<file path="src/rtl/sirv_qspi_pkg.sv">
// Shared types for the QSPI flash-map burst reader: FSM states, io_ctrl field
// layout, link protocol encodings and the protocol-to-bit-count helper.
package sirv_qspi_pkg;

  typedef enum logic [2:0] {
    ST_IDLE,
    ST_CMD,
    ST_ADDR,
    ST_PAD,
    ST_DRX_TX,
    ST_DRX_WAIT,
    ST_RESP
  } state_e;

  typedef enum logic [1:0] {
    PROTO_SINGLE = 2'd0,
    PROTO_DUAL   = 2'd1,
    PROTO_QUAD   = 2'd2,
    PROTO_RSVD   = 2'd3
  } proto_e;

  // io_ctrl layout, packed LSB first in field order
  localparam int CTRL_W          = 31;
  localparam int CMD_PROTO_LSB   = 0;
  localparam int CMD_PROTO_W     = 2;
  localparam int CMD_CODE_LSB    = 2;
  localparam int CMD_CODE_W      = 8;
  localparam int CMD_EN_LSB      = 10;
  localparam int ADDR_PROTO_LSB  = 11;
  localparam int ADDR_PROTO_W    = 2;
  localparam int ADDR_LEN_LSB    = 13;
  localparam int ADDR_LEN_W      = 3;
  localparam int PAD_CODE_LSB    = 16;
  localparam int PAD_CODE_W      = 8;
  localparam int PAD_CNT_LSB     = 24;
  localparam int PAD_CNT_W       = 4;
  localparam int DATA_PROTO_LSB  = 28;
  localparam int DATA_PROTO_W    = 2;
  localparam int ENDIAN_LSB      = 30;

  localparam logic [2:0] MAX_ADDR_BYTES = 3'd4;

  // Link clock count needed to move one byte in a given protocol
  function automatic logic [7:0] proto_bits(input logic [1:0] proto);
    case (proto_e'(proto))
      PROTO_SINGLE: return 8'd8;
      PROTO_DUAL:   return 8'd4;
      PROTO_QUAD:   return 8'd2;
      default:      return 8'd0;
    endcase
  endfunction

endpackage

</file>
<file path="src/rtl/sirv_qspi_beat_asm.sv">
// Byte-lane assembler: fills one DATA_BYTES-wide read beat from received bytes,
// lane 0 first, and flags the load that completes the beat.
module sirv_qspi_beat_asm #(
  parameter int DATA_BYTES = 4
) (
  input  logic                    clock,
  input  logic                    reset,
  input  logic                    clear_i,
  input  logic                    load_i,
  input  logic [7:0]              byte_i,
  output logic                    valid_o,
  output logic [8*DATA_BYTES-1:0] data_o
);

  localparam int BIDX_W = (DATA_BYTES > 1) ? $clog2(DATA_BYTES) : 1;
  localparam logic [BIDX_W-1:0] BIDX_LAST = BIDX_W'(DATA_BYTES - 1);

  logic [BIDX_W-1:0]       bidx_q, bidx_d;
  logic [8*DATA_BYTES-1:0] data_q, data_d;

  always_comb begin
    // NOTE: every always_comb output gets a default first so no path infers a latch.
    bidx_d = bidx_q;
    data_d = data_q;
    if (clear_i) begin
      bidx_d = '0;
    end else if (load_i) begin
      for (int i = 0; i < DATA_BYTES; i++) begin
        if (bidx_q == BIDX_W'(i)) data_d[8*i +: 8] = byte_i;
      end
      bidx_d = (bidx_q == BIDX_LAST) ? '0 : bidx_q + 1'b1;
    end
  end

  // NOTE: the data register is reset too, so no stale beat is visible after a reset abort.
  always_ff @(posedge clock or posedge reset) begin
    if (reset) begin
      bidx_q <= '0;
      data_q <= '0;
    end else begin
      bidx_q <= bidx_d;
      data_q <= data_d;
    end
  end

  assign valid_o = load_i & ~clear_i & (bidx_q == BIDX_LAST);
  assign data_o  = data_q;

endmodule

</file>
<file path="src/rtl/sirv_qspi_flashmap_burst.sv">
// QSPI flash-map read engine: CMD/ADDR/PAD/data framing over the link, one beat
// per request. Define SIRV_QSPI_FLASHMAP_MERGE_EN to continue sequential reads.
module sirv_qspi_flashmap_burst
  import sirv_qspi_pkg::*;
#(
  parameter int DATA_BYTES = 4
) (
  input  logic                    clock,
  input  logic                    reset,
  input  logic                    io_en,
  input  logic [30:0]             io_ctrl,
  input  logic                    io_req_valid,
  output logic                    io_req_ready,
  input  logic [31:0]             io_req_addr,
  output logic                    io_data_valid,
  input  logic                    io_data_ready,
  output logic [8*DATA_BYTES-1:0] io_data_bits,
  output logic                    io_link_tx_valid,
  input  logic                    io_link_tx_ready,
  output logic [7:0]              io_link_tx_bits,
  input  logic                    io_link_rx_valid,
  input  logic [7:0]              io_link_rx_bits,
  output logic [7:0]              io_link_cnt,
  output logic [1:0]              io_link_fmt_proto,
  output logic                    io_link_fmt_iodir,
  output logic                    io_link_fmt_endian,
  output logic                    io_link_cs_set,
  output logic                    io_link_cs_clear,
  output logic                    io_link_cs_hold,
  output logic                    io_link_lock,
  input  logic                    io_link_active
);

  logic [1:0] cmd_proto, addr_proto, data_proto;
  logic [7:0] cmd_code, pad_code;
  logic [2:0] addr_len, addr_cnt;
  logic [3:0] pad_cnt;
  logic       cmd_en;

  assign cmd_proto  = io_ctrl[CMD_PROTO_LSB  +: CMD_PROTO_W];
  assign cmd_code   = io_ctrl[CMD_CODE_LSB   +: CMD_CODE_W];
  assign cmd_en     = io_ctrl[CMD_EN_LSB];
  assign addr_proto = io_ctrl[ADDR_PROTO_LSB +: ADDR_PROTO_W];
  assign addr_len   = io_ctrl[ADDR_LEN_LSB   +: ADDR_LEN_W];
  assign pad_code   = io_ctrl[PAD_CODE_LSB   +: PAD_CODE_W];
  assign pad_cnt    = io_ctrl[PAD_CNT_LSB    +: PAD_CNT_W];
  assign data_proto = io_ctrl[DATA_PROTO_LSB +: DATA_PROTO_W];

  state_e      state_q, after_addr;
  logic [2:0]  cnt_q;
  logic [31:0] addr_q;
  logic        req_fire, merge, rx_load, beat_done;

  assign addr_cnt   = (addr_len > MAX_ADDR_BYTES) ? MAX_ADDR_BYTES : addr_len;
  assign after_addr = (pad_cnt != 4'd0) ? ST_PAD : ST_DRX_TX;

  // Gating with reset keeps a request from firing (and pulsing cs_clear) while held in reset
  assign io_req_ready = (state_q == ST_IDLE) & io_en & ~reset;
  assign req_fire     = io_req_valid & io_req_ready;
  assign rx_load      = (state_q == ST_DRX_WAIT) & io_link_rx_valid;

`ifdef SIRV_QSPI_FLASHMAP_MERGE_EN
  logic [31:0] last_addr_q;

  assign merge = io_link_active & (io_req_addr == last_addr_q + 32'(DATA_BYTES));

  always_ff @(posedge clock or posedge reset) begin
    if (reset) last_addr_q <= '0;
    else if ((state_q == ST_RESP) && io_data_ready) last_addr_q <= addr_q;
  end
`else
  logic unused_link_active;

  assign merge              = 1'b0;
  assign unused_link_active = io_link_active;
`endif

  // NOTE: state lives in always_ff with non-blocking assignments so every register
  // samples the same pre-edge values regardless of statement order.
  always_ff @(posedge clock or posedge reset) begin
    if (reset) begin
      state_q <= ST_IDLE;
      cnt_q   <= '0;
      addr_q  <= '0;
    end else begin
      case (state_q)
        ST_IDLE: if (req_fire) begin
          addr_q <= io_req_addr;
          if (merge) begin
            state_q <= ST_DRX_TX;
          end else if (cmd_en) begin
            state_q <= ST_CMD;
          end else if (addr_cnt != 3'd0) begin
            cnt_q   <= addr_cnt;
            state_q <= ST_ADDR;
          end else begin
            state_q <= after_addr;
          end
        end
        ST_CMD: if (io_link_tx_ready) begin
          cnt_q   <= addr_cnt;
          state_q <= ST_ADDR;
        end
        ST_ADDR: begin
          if (cnt_q == 3'd0) begin
            state_q <= after_addr;
          end else if (io_link_tx_ready) begin
            cnt_q <= cnt_q - 3'd1;
            if (cnt_q == 3'd1) state_q <= after_addr;
          end
        end
        ST_PAD:    if (io_link_tx_ready) state_q <= ST_DRX_TX;
        ST_DRX_TX: if (io_link_tx_ready) state_q <= ST_DRX_WAIT;
        ST_DRX_WAIT: begin
          if (beat_done)    state_q <= ST_RESP;
          else if (rx_load) state_q <= ST_DRX_TX;
        end
        ST_RESP:   if (io_data_ready) state_q <= ST_IDLE;
        default:   state_q <= ST_IDLE;
      endcase
    end
  end

  logic [7:0] addr_byte;
  logic [1:0] proto;
  logic       use_pad_cnt;

  always_comb begin
    case (cnt_q)
      3'd1:    addr_byte = addr_q[7:0];
      3'd2:    addr_byte = addr_q[15:8];
      3'd3:    addr_byte = addr_q[23:16];
      3'd4:    addr_byte = addr_q[31:24];
      default: addr_byte = 8'h00;
    endcase
  end

  always_comb begin
    io_link_tx_valid  = 1'b0;
    io_link_tx_bits   = 8'h00;
    io_link_fmt_iodir = 1'b0;
    proto             = data_proto;
    use_pad_cnt       = 1'b0;
    case (state_q)
      ST_CMD: begin
        io_link_tx_valid  = 1'b1;
        io_link_tx_bits   = cmd_code;
        io_link_fmt_iodir = 1'b1;
        proto             = cmd_proto;
      end
      ST_ADDR: begin
        io_link_tx_valid  = (cnt_q != 3'd0);
        io_link_tx_bits   = addr_byte;
        io_link_fmt_iodir = 1'b1;
        proto             = addr_proto;
      end
      ST_PAD: begin
        io_link_tx_valid  = 1'b1;
        io_link_tx_bits   = pad_code;
        io_link_fmt_iodir = 1'b1;
        proto             = addr_proto;
        use_pad_cnt       = 1'b1;
      end
      ST_DRX_TX: io_link_tx_valid = 1'b1;
      default: ;
    endcase
  end

  assign io_link_cnt        = use_pad_cnt ? {4'd0, pad_cnt} : proto_bits(proto);
  assign io_link_fmt_proto  = proto;
  assign io_link_fmt_endian = io_ctrl[ENDIAN_LSB];
  assign io_link_cs_set     = 1'b1;
  assign io_link_cs_hold    = 1'b1;
  assign io_link_cs_clear   = req_fire & ~merge;
  assign io_link_lock       = (state_q != ST_IDLE);
  assign io_data_valid      = (state_q == ST_RESP);

  sirv_qspi_beat_asm #(
    .DATA_BYTES(DATA_BYTES)
  ) u_beat_asm (
    .clock   (clock),
    .reset   (reset),
    .clear_i (req_fire),
    .load_i  (rx_load),
    .byte_i  (io_link_rx_bits),
    .valid_o (beat_done),
    .data_o  (io_data_bits)
  );

endmodule

</file>
<file path="config.mk">
export PLATFORM = sky130hd
export DESIGN_NAME = sirv_qspi_flashmap_burst
export DESIGN_NICKNAME = d
export VERILOG_FILES = /design/src/rtl/sirv_qspi_pkg.sv /design/src/rtl/sirv_qspi_beat_asm.sv /design/src/rtl/sirv_qspi_flashmap_burst.sv
export SDC_FILE = /design/constraint.sdc
export NUM_CORES = 1
export LEC_CHECK = 0
export ABC_AREA = 1
export CORE_MARGIN = 2
export CORE_UTILIZATION = 45
export CTS_CLUSTER_SIZE = 20
export DETAILED_ROUTE_END_ITERATION = 16
export GPL_TIMING_DRIVEN = 0
export PLACE_DENSITY_LB_ADDON = 0.2
export SLEW_MARGIN = 20
export SYNTH_ARGS = -nofsm -noshare
export SYNTH_HDL_FRONTEND = slang
export SYNTH_SLANG_ARGS = --single-unit
</file>
<file path="constraint.sdc">
create_clock -name clock -period 5.75 [get_ports clock]
set_clock_uncertainty 0.1 [all_clocks]
set_input_delay 1.4375 -clock clock [delete_from_list [all_inputs] [get_ports clock]]
set_output_delay 1.4375 -clock clock [all_outputs]
set_load 0.03 [all_outputs]
</file>
# ---- After elaboration in Yosys (flattened, before gate mapping)
# Cells that the tools add are included.
dict set report totals {
  reg_bits 72
}
dict set report classes {
  n_mux 33
  magnitude_cmp 1
  add_sub_neg 2
  eq_ne 27
  n_bitwise 8
  n_reduce_logical 20
}
# op count
set ops {}
lappend ops {{two-way mux 3 bit} 20}
lappend ops {{case mux 8 bit (4 select lines)} 1}
lappend ops {{case mux 8 bit (3 select lines)} 1}
lappend ops {{case mux 3 bit (7 select lines)} 1}
lappend ops {{== test 3 x 2 -> 1 bit, second input constant} 4}
lappend ops {{== test 3 bit, second input constant} 4}
lappend ops {{inequality test 2 bit, second input constant} 6}
lappend ops {{case mux 4 bit (3 select lines)} 1}
lappend ops {{AND reduction 3 bit} 4}
lappend ops {{nonzero test 3 bit} 4}
lappend ops {{case mux 3 bit (3 select lines)} 1}
lappend ops {{two-way mux 8 bit} 1}
lappend ops {{AND reduction 8 bit} 1}
lappend ops {{AND reduction 7 bit} 1}
lappend ops {{AND 1 bit} 6}
lappend ops {{== test 2 bit, second input constant} 3}
lappend ops {{== test 3 x 1 -> 1 bit, second input constant} 2}
lappend ops {{zero test 3 bit} 2}
lappend ops {{two-way mux 2 bit} 3}
lappend ops {{inequality test 2 x 1 -> 1 bit, second input constant} 3}
lappend ops {{inequality test 3 bit, second input constant} 2}
lappend ops {{OR reduction 3 bit} 2}
lappend ops {{== test 2 x 1 -> 1 bit, second input constant} 2}
lappend ops {{zero test 2 bit} 2}
lappend ops {{12 further kinds} 14}

# ---- Longest topological paths before layout
# Gate-level depths: netlist of the first run.
dict set report depth {
  ltp_word 9
  depth_mapped 11
  depth_no_buf 10
}

# ---- By module
# Synthesis of the first run repeated with hierarchy kept, for this count alone.
dict set report unflattened {
  cells_unflattened 526
  hier_area_um2 4023.9
}
# mod area_per_inst_um2 cells_each instances
set modules_own_cells {}
lappend modules_own_cells {sirv_qspi_flashmap_burst 2521.2 363 1}
lappend modules_own_cells {sirv_qspi_beat_asm 1502.7 163 1}

# ---- Least setup slack after synthesis of the first run
# No wires, ideal clock.
dict set report synth_timing {
  path_type {input to output}
  start {input port reset}
  end {output port io_link_cs_clear}
  n_path_buf 1
  t_arrival_ns 4.033
  path_stages 6
  required_time_ns 4.213
  slack_ns 0.179
  path_cell_list {inv_1 nand2_1 nor2_2 nand2_2 inv_2 buf_4}
}
dict set report synth_between {
  elab_chain_len 3
}
# item line_no
set synth_lines {}
lappend synth_lines {{start: declaration} sirv_qspi_flashmap_burst.sv:9} ;# input logic reset,
lappend synth_lines {{NOT 1 bit} sirv_qspi_flashmap_burst.sv:58} ;# assign io_req_ready = (state_q == ST_IDLE) & io_en & ~reset;
lappend synth_lines {{AND 1 bit} sirv_qspi_flashmap_burst.sv:58}
lappend synth_lines {{net io_req_ready} sirv_qspi_flashmap_burst.sv:13} ;# output logic io_req_ready,
lappend synth_lines {{AND 1 bit} sirv_qspi_flashmap_burst.sv:59} ;# assign req_fire = io_req_valid & io_req_ready;
lappend synth_lines {{end: declaration} sirv_qspi_flashmap_burst.sv:28} ;# output logic io_link_cs_clear,
# The timed path passes the listed nets, and every way through them passes these cells.

# ---- Worst setup path in the final report of the first run
dict set report layout_timing {
  start {input port reset}
  end {output port io_link_cs_clear}
}
dict set report layout_between {
  elab_chain_len 3
}
# item line_no
set layout_lines {}
lappend layout_lines {{NOT 1 bit} sirv_qspi_flashmap_burst.sv:58}
lappend layout_lines {{AND 1 bit} sirv_qspi_flashmap_burst.sv:58}
lappend layout_lines {{AND 1 bit} sirv_qspi_flashmap_burst.sv:59}
# Every way passes these cells.

==> flow_summary.yaml, run 1 <==
sta:
  setup_viol: 0
  finalCritPeriodShare: 0.904
  slew_violations: 0
  fin_crit_ns: 5.20
  slew-limit-headroom: 0.606
  max_freq_ghz: 0.192
  fin_setup_tns_ns: 0
  tightest_slew_ns: 0.589
  hold_viol_final: 0
  rsz0062_at_grt: "no"
global_route:
  antenna_found_initial: 0
  track_usage: 0.243
  grt_max_degree: 46
  grt_pass1_vias: 3577
  grt-ovfl-total: 0
  grt_pass1_wl_um: 17200
floorplan:
  rows: 33
  core_area_sq_um: 8220
  initial_utilization: 0.466
  num_io_pins: 138
  die_w_um: 96.2
  dieArea_sq_um: 9260
  die_h_um: 96.2
finish:
  postLayoutCellArea_sq_um: 5510
  num-fill-cells: 714
  area_growth_pct: 44.1
  drive_gt1_frac: 0.106
  fin_nets: 727
  diodes: 0
synth:
  synth_top_area_share: 0.471
  synth.top_cells.by_count: "215 x nand2_1, 72 x dfrtp_1, 43 x nand3_1, 30 x inv_1, 20 x nor2_1"
  syn_avg_cell_area_sq_um: 7.75
  synth_flop_cell: "dfrtp_1"
  synthCells: 494
  yosysTopAreaCell: "dfrtp_1"
  synth-edff-count: 0
  synth.area.top_cells: "dfrtp_1 47%, nand2_1 21%, nand3_1 5.6%"
  synthArstFlopShare: 1.00
  synthesis.area_sq_um: 3830
  seq_area_frac_synth: 0.471
  yosysWarnings: 0
  ys_ff_latch: 72
  synthDistinctLibCells: 27
  yosysMostFrequentCell: "nand2_1"
place:
  io_buffers: 129
  hpwl_um: 8150
  gp_congestion: 0.918
  place_area_sq_um: 5290
clock_tree:
  clk_pin_slew_ns: 0.08
  htreeDepth: 3
  cts_tree: "done"
  clk_latency_ns: 0.35
  clock_tree.root_cell: "clkbuf_8"
  cts_made_buffers: 9
  cts-resized-gates: 0
  post_cts_buffers: 0
  cts_sinks: 72
  cts_hold_buffers: 0
  cts_max_path_buffers: 2
critical_path:
  slowest_stage: "clkdlybuf4s50_1"
  cp_top_family: "buffers and inverters"
  critPathKind: "in2out"
  slowest_delay_ns: 0.68
  worstPathArrival_ns: 3.66
  path_cells: "clkdlybuf4s50_1 > inv_4 > nand2_1 > nor2_2 > nand2_2 > inv_2 > buf_4 > clkdlybuf4s50_1"
  crit_top_cell: "clkdlybuf4s50_1"
  cp_num_buf_inv: 5
  cp-end-kind: "output pin"
  cp.required_ns: 4.21
  cp_max_fo: 29
  crit_path_start_kind: "input port"
run:
  cap_viol_max_count: 0
detailed_routing:
  drtAntennaViolNets: 0
  wl_um: 10800
  firstDrtPassIters: 4
  via_per_inst: 4.96
  drc: 0
  vias: 3713
  wl_per_cell_um: 14.4
  drt_iter0_drc: 135
power:
  vdd_drop_max_v: 0.000345
  power_density_nw_per_um2: 499
  p_leak_nw: 2.73
status:
  status: "completed"
hold_path:
  hp-class: "reg2reg"
## cells in the final DEF, fill, tap and decap left out, drive strengths merged
cell           instances
nand3                 43
nand2                223
nor3                   1
nor2b                  1
clkinv                 2
a21oi                  3
o221ai                 1
clkbuf                12
o31ai                  2
conb                   6
nand4                  7
clkinvlp               1
dfrtp                 72
xnor2                  1
ha                     9
nor2                  21
inv                   36
bufinv                 2
clkdlybuf4s50        129
buf                   24
o21ai                 48
## worst register-to-register path: stages, from the launching register on
cell and delay, ns:
dfrtp_1 0.43, inv_1 0.13, ha_1 0.16, buf_2 0.22, inv_1 0.08, o21ai_0 0.13, o21ai_0 0.08, nor2_1 0.24
nand2_1 0.14, nand2_1 0.09, nand2_1 0.05
## path summary, 6_finish.rpt
| check | from | end | slack, ns | cells after the start |
|---|---|---|---|---|
| min reg2reg | addr_q[10]$_DFFE_PP0P_ | addr_q[10]$_DFFE_PP0P_ | 0.39 | 2 |
| max in group asynchronous | reset | u_beat_asm.data_o[11]$_DFFE_PP0P_ | 3.67 | 3 |
| min | addr_q[10]$_DFFE_PP0P_ | addr_q[10]$_DFFE_PP0P_ | 0.39 | 2 |
| min in group asynchronous | reset | addr_q[14]$_DFFE_PP0P_ | 1.32 | 2 |
| max | reset | io_link_cs_clear | 0.55 | 8 |
| max reg2reg | cnt_q[0]$_DFFE_PP0P_ | state_q[1]$_DFFE_PP0P_ | 3.81 | 10 |
## area by class of cell
type	instances	area (sq um)	share of cell area
Sequential cell	72	1800	0.327
Inverter	34	135	0.0245
Clock inverter	7	103	0.0186
Multi-Input combinational cell	366	1720	0.313
Tap cell	105	131	0.0238
Buffer	26	183	0.0331
Timing Repair Buffer	130	1310	0.238
Clock buffer	9	124	0.0225
## through the flow
step / power (mW) / hold WS [ns] / setup slack (ns) / util / instances
finish: 2.75 / 0.385 / 0.555 / 0.671 / 749
global route: 2.94 / 0.409 / 0.337 / 0.671 / 749
CTS: 2.77 / 0.387 / 0.513 / 0.671 / 749
detailed placement: 2.31 / 0.367 / 0.520 / 0.643 / 733
global placement: 2.26 / 0.364 / -1.35 / 0.641 / 732
floorplan: 1.76 / 0.349 / 0.179 / - / 498
## cell families (layout without fill, tap and decap cells)
group / after synthesis / count (layout) / share of synthesized area
AOI/OAI and AO/OA: 54 / 54 / 0.0876
xor gates and xnor gates: 1 / 1 / 0.00229
adders and majority gates: 9 / 9 / 0.0294
buffers and inverters: 60 / 206 / 0.0824
DFF: 72 / 72 / 0.471
other: 2 / 6 / 0.00196
and+or+nand+nor: 296 / 296 / 0.325
## flip-flops by register name, indices dropped and copies added (netlist names)
signal	cells
addr_q	32
cnt_q	3
u_beat_asm.data_o	32
state_q	3
u_beat_asm.bidx_q	2
## power breakdown
group / total (mW) / switching (mW) / leakage [nW] / internal, mW
logic: 1.44 / 0.874 / 1.68 / 0.567
registers: 0.857 / 0.135 / 0.938 / 0.722
clock network: 0.455 / 0.207 / 0.110 / 0.249
## routing by layer
layer / up-vias / routed length [um] / global-route usage / part of all wire
met5: - / 0 / 0 / 0
met4: 0 / 95 / 0.0607 / 0.0088
met3: 10 / 725 / 0.0415 / 0.067
met2: 131 / 5400 / 0.414 / 0.50
met1: 1734 / 4550 / 0.322 / 0.42
li1: 1838 / - / - / -
No activity file was read; power rests on OpenSTA's default activity.
==> run 2, diff against run 1 <==
--- a/config.mk
+++ b/config.mk
@@ -7,12 +7,14 @@
 export LEC_CHECK = 0
 export ABC_AREA = 1
 export CORE_MARGIN = 2
-export CORE_UTILIZATION = 45
+export CORE_UTILIZATION = 25
 export CTS_CLUSTER_SIZE = 20
 export DETAILED_ROUTE_END_ITERATION = 16
 export GPL_TIMING_DRIVEN = 0
+export MAX_ROUTING_LAYER = met4
 export PLACE_DENSITY_LB_ADDON = 0.2
 export SLEW_MARGIN = 20
 export SYNTH_ARGS = -nofsm -noshare
 export SYNTH_HDL_FRONTEND = slang
+export SYNTH_HIERARCHICAL = 1
 export SYNTH_SLANG_ARGS = --single-unit
==> flow_summary.yaml, run 2 <==
clock_tree:
  clock_tree.root_cell: "clkbuf_16"
  cts_max_path_buffers: 2
  clk_latency_ns: 0.34
  htreeDepth: 3
  cts_sinks: 72
  cts_tree: "done"
  post_cts_buffers: 0
  cts-resized-gates: 0
  cts_made_buffers: 9
  clk_pin_slew_ns: 0.06
  cts_hold_buffers: 0
floorplan:
  num_io_pins: 138
  core_area_sq_um: 15800
  initial_utilization: 0.254
  dieArea_sq_um: 17100
  die_w_um: 131
  rows: 46
  die_h_um: 131
sta:
  hold_viol_final: 0
  tightest_slew_ns: 0.716
  setup_viol: 0
  rsz0062_at_grt: "no"
  fin_crit_ns: 5.03
  slew-limit-headroom: 0.522
  slew_violations: 0
  finalCritPeriodShare: 0.874
  max_freq_ghz: 0.199
synth:
  yosysWarnings: 6
  synthArstFlopShare: 1.00
  syn_avg_cell_area_sq_um: 7.65
  seq_area_frac_synth: 0.448
  yosysMostFrequentCell: "nand2_1"
  ys_ff_latch: 72
  synth.area.top_cells: "dfrtp_1 45%, nand2_1 20%, nand4_1 5.1%"
  synthCells: 526
  synthesis.area_sq_um: 4020
  synth_top_area_share: 0.448
  synth-edff-count: 0
  synth_flop_cell: "dfrtp_1"
  synth.top_cells.by_count: "215 x nand2_1, 72 x dfrtp_1, 45 x inv_1, 34 x o21ai_0, 33 x nand4_1"
  yosysTopAreaCell: "dfrtp_1"
  synthDistinctLibCells: 28
place:
  gp_congestion: 0.835
  io_buffers: 129
  dp_cells: 876
  hpwl_um: 9540
  place_area_sq_um: 5620
finish:
  fin_nets: 759
  diodes: 0
  final_cell_mix: "215 x nand2_1, 129 x clkdlybuf4s50_1, 72 x dfrtp_1"
  postLayoutCellArea_sq_um: 5920
  layout_commonest_cell: "nand2_1"
  stdcell_count: 892
  drive_gt1_frac: 0.104
  area_growth_pct: 47.1
hold_path:
  hp-class: "reg2reg"
status:
  status: "completed"
power:
  p_seq_frac: 0.292
  p_leak_nw: 2.91
  swShare: 0.418
  power_density_nw_per_um2: 443
  total_power_mw: 2.62
  p_int_mw: 1.53
  vdd_drop_max_v: 0.000207
  power_frac_comb: 0.493
  switching_power_mw: 1.10
  clkPwrFrac: 0.215
global_route:
  grt_pass1_vias: 3827
  grt_pass1_wl_um: 19400
  antenna_found_initial: 0
  grt_max_degree: 35
  track_usage: 0.153
  grt-ovfl-total: 0
critical_path:
  cp-end-kind: "output pin"
  cp_max_fo: 12
  worstPathArrival_ns: 3.49
  crit_path_start_kind: "input port"
  critPathKind: "in2out"
  cp.required_ns: 4.21
detailed_routing:
  drc: 0
  wl_per_cell_um: 14.1
  wl_um: 12500
  drtAntennaViolNets: 0
  via_per_inst: 4.39
  vias: 3914
  drt_iter0_drc: 238
  firstDrtPassIters: 4
run:
  cap_viol_max_count: 0
==> run 2: changes by cell type in the layout (fill, tap and decap cells not counted), sizes merged, moves of 2 or more <==
cell   previous run  this run
nand3            43        35
o21ai            48        44
inv              36        48
nand4             7        33
o22ai             0         6
o31ai             2         0
nand2           223       217
buf              24        31
==> run 2: final cells by class <==
class	count	area (sq um)
fillers	1650	9910
multi-input cells	379	1810
flip-flops and latches	72	1800
repair buffers	130	1310
well taps	216	270
clock buffers	11	243
plain buffers	31	241
inverters	48	185
clock inverters	5	56.3
==> run 2: routing by layer <==
metal,track usage,share of wire,up-vias
li1,-,-,1969
met5,-,0,-
met4,0.0501,0.011,0
met2,0.245,0.46,124
met3,0.0346,0.067,11
met1,0.192,0.46,1810
==> run 2: power by group through the flow <==
stage / clock network [mW] / registers [mW] / logic, mW
5_1_grt: 0.608 / 0.786 / 1.42
4_1_cts: 0.585 / 0.767 / 1.30
2_1_floorplan: 0 / 0.828 / 0.777
3_5_place_dp: 0 / 0.773 / 1.30
3_3_place_gp: 0 / 0.768 / 1.28
6_report: 0.565 / 0.766 / 1.29
==> run 2: stage by stage <==
| step | setup WS [ns] | hold slack [ns] | util | TNS [ns] |
|---|---|---|---|---|
| 6_report | 0.724 | 0.367 | 0.374 | 0 |
| 5_1_grt | 0.542 | 0.396 | 0.374 | 0 |
| 4_1_cts | 0.681 | 0.372 | 0.374 | 0 |
| 3_5_place_dp | 0.688 | 0.357 | 0.355 | 0 |
| 3_3_place_gp | -0.465 | 0.357 | 0.354 | -0.564 |
| 2_1_floorplan | 1.04 | 0.349 | - | 0 |
==> run 2: cell families after synthesis <==
family	count (synthesis)	synth area share
compound gates	54	0.0796
xor+xnor	1	0.00218
fa+ha+maj	9	0.0280
buf+inv	79	0.106
flops	72	0.448
other cells	2	0.00187
simple gates	309	0.335
==> run 2: final timing paths <==
check | endpoint | from | slack, ns | cells after the start
max in group asynchronous | u_beat_asm/bidx_q[1]$_DFFE_PP0P_ | reset | 3.59 | 2
hold / removal | u_beat_asm/data_o[21]$_DFFE_PP0P_ | u_beat_asm/data_o[21]$_DFFE_PP0P_ | 0.37 | 2
hold reg to reg | u_beat_asm/data_o[21]$_DFFE_PP0P_ | u_beat_asm/data_o[21]$_DFFE_PP0P_ | 0.37 | 2
setup / recovery | io_link_cs_clear | reset | 0.72 | 8
setup reg to reg | state_q[2]$_DFFE_PP0P_ | state_q[0]$_DFFE_PP0P_ | 3.17 | 17
min in group asynchronous | state_q[1]$_DFFE_PP0P_ | reset | 1.29 | 2
==> run 2: critical path, stage by stage <==
cell,delay (ns)
clkdlybuf4s50_1,0.45
inv_2,0.21
nand2_1,0.14
nor2_4,0.16
nand2_4,0.11
inv_4,0.11
buf_6,0.16
clkdlybuf4s50_1,0.68
==> run 3, diff against run 2 <==
--- a/config.mk
+++ b/config.mk
@@ -8,9 +8,9 @@
 export ABC_AREA = 1
 export CORE_MARGIN = 2
 export CORE_UTILIZATION = 25
+export CTS_CLUSTER_DIAMETER = 50
 export CTS_CLUSTER_SIZE = 20
 export DETAILED_ROUTE_END_ITERATION = 16
-export GPL_TIMING_DRIVEN = 0
 export MAX_ROUTING_LAYER = met4
 export PLACE_DENSITY_LB_ADDON = 0.2
 export SLEW_MARGIN = 20
==> constraint.sdc (replaced) <==
create_clock -name clock -period 5.7 [get_ports clock]
set_clock_uncertainty 0.1 [all_clocks]
set_input_delay 1.425 -clock clock [delete_from_list [all_inputs] [get_ports clock]]
set_output_delay 1.425 -clock clock [all_outputs]
set_load 0.03 [all_outputs]
==> flow_summary.yaml, run 3 (synthesized netlist as in run 2, its figures left out) <==
critical_path:
  cp.required_ns: 4.18
  cp-end-kind: "output pin"
  worstPathArrival_ns: 2.95
  cp_max_fo: 3
  crit_path_start_kind: "input port"
  critPathKind: "in2out"
sta:
  slew_violations: 0
  setup_viol: 0
  max_freq_ghz: 0.224
  hold_viol_final: 0
  setup_ws_ns: 1.23
  rsz0062_at_grt: "no"
  fin_setup_tns_ns: 0
  slew-limit-headroom: 0.432
  finalCritPeriodShare: 0.785
  tightest_slew_ns: 0.849
  fin_crit_ns: 4.47
place:
  dp_slack_ns: 1.23
  dp_cells: 848
  hpwl_um: 8880
  gp_congestion: 0.823
  io_buffers: 128
power:
  vdd_drop_max_v: 0.000179
  p_leak_nw: 2.75
  power_density_nw_per_um2: 449
clock_tree:
  htreeDepth: 3
  cts_hold_buffers: 0
  clk_pin_slew_ns: 0.06
  cts_made_buffers: 9
  clock_tree.root_cell: "clkbuf_16"
  cts-resized-gates: 0
  cts_sinks: 72
  clk_latency_ns: 0.33
  post_cts_buffers: 0
  cts_tree: "done"
  cts_max_path_buffers: 2
run:
  cap_viol_max_count: 0
detailed_routing:
  drt_iter0_drc: 281
  via_per_inst: 4.38
  vias: 3791
  firstDrtPassIters: 4
  drtAntennaViolNets: 0
  wl_per_cell_um: 13.9
  wl_um: 12000
  drc: 0
floorplan:
  die_w_um: 131
  die_h_um: 131
  initial_utilization: 0.254
  num_io_pins: 138
  rows: 46
  core_area_sq_um: 15800
  dieArea_sq_um: 17100
hold_path:
  hp-class: "reg2reg"
global_route:
  antenna_found_initial: 1
  track_usage: 0.148
  grt_max_degree: 49
  grt-ovfl-total: 0
  grt_pass1_vias: 3729
  grt_pass1_wl_um: 18800
finish:
  final_cell_mix: "215 x nand2_1, 127 x clkdlybuf4s50_1, 72 x dfrtp_1"
  stdcell_count: 865
  drive_gt1_frac: 0.0617
  layout_commonest_cell: "nand2_1"
  fin_nets: 731
  area_growth_pct: 40.5
status:
  status: "completed"
==> run 3: changes by cell type in the layout (fill, tap and decap cells not counted), sizes merged <==
cell	before	now
buf	31	6
clkdlybuf4s50	129	127
bufinv	1	0
clkbuf	12	13
clkinv	3	2
diode	0	1
==> run 3: final timing paths <==
check / from / endpoint / slack, ns / cells past startpoint
max: io_ctrl[28] / io_link_cnt[1] / 1.23 / 7
min: u_beat_asm/data_o[21]$_DFFE_PP0P_ / u_beat_asm/data_o[21]$_DFFE_PP0P_ / 0.37 / 2
max reg2reg: state_q[2]$_DFFE_PP0P_ / state_q[0]$_DFFE_PP0P_ / 2.79 / 16
min reg2reg: u_beat_asm/data_o[21]$_DFFE_PP0P_ / u_beat_asm/data_o[21]$_DFFE_PP0P_ / 0.37 / 2
max in group asynchronous: reset / addr_q[3]$_DFFE_PP0P_ / 3.63 / 3
min in group asynchronous: reset / u_beat_asm/data_o[13]$_DFFE_PP0P_ / 1.42 / 3
==> run 3: critical path, stage by stage <==
cell	delay, ns
clkdlybuf4s50_1	0.41
o21ai_0	0.07
nand3_1	0.15
inv_1	0.10
nand3_1	0.06
nand2_1	0.07
clkdlybuf4s50_1	0.66
==> run 3: stage by stage <==
stage	utilization	hold slack (ns)	total power, mW	instance area (sq um)
final	0.357	0.368	2.54	5650
after global routing	0.357	0.400	2.74	5650
after CTS	0.357	0.372	2.57	5650
after detailed placement	0.340	0.357	2.04	5380
after global placement	0.340	0.358	2.02	5380
after floorplan	-	0.349	1.62	4040
==> run 3: layer usage <==
metal,GRT usage,share of wire
met2,0.239,0.47
met1,0.185,0.44
met5,-,0
met3,0.0423,0.079
met4,0.0363,0.0078
==> run 3: layout make-up <==
| type | instances | area (sq um) |
|---|---|---|
| fillers | 1668 | 10200 |
| multi-input cells | 379 | 1810 |
| flip-flops and latches | 72 | 1800 |
| repair buffers | 133 | 1320 |
| well taps | 216 | 270 |
| clock buffers | 13 | 250 |
| inverters | 48 | 185 |
| clock inverters | 3 | 17.5 |
| diodes | 1 | 2.50 |
==> run 3: power by group <==
group / switching, mW / leakage [nW] / internal, mW
registers: 0.116 / 0.937 / 0.685
logic: 0.758 / 1.68 / 0.466
clock network: 0.210 / 0.130 / 0.305
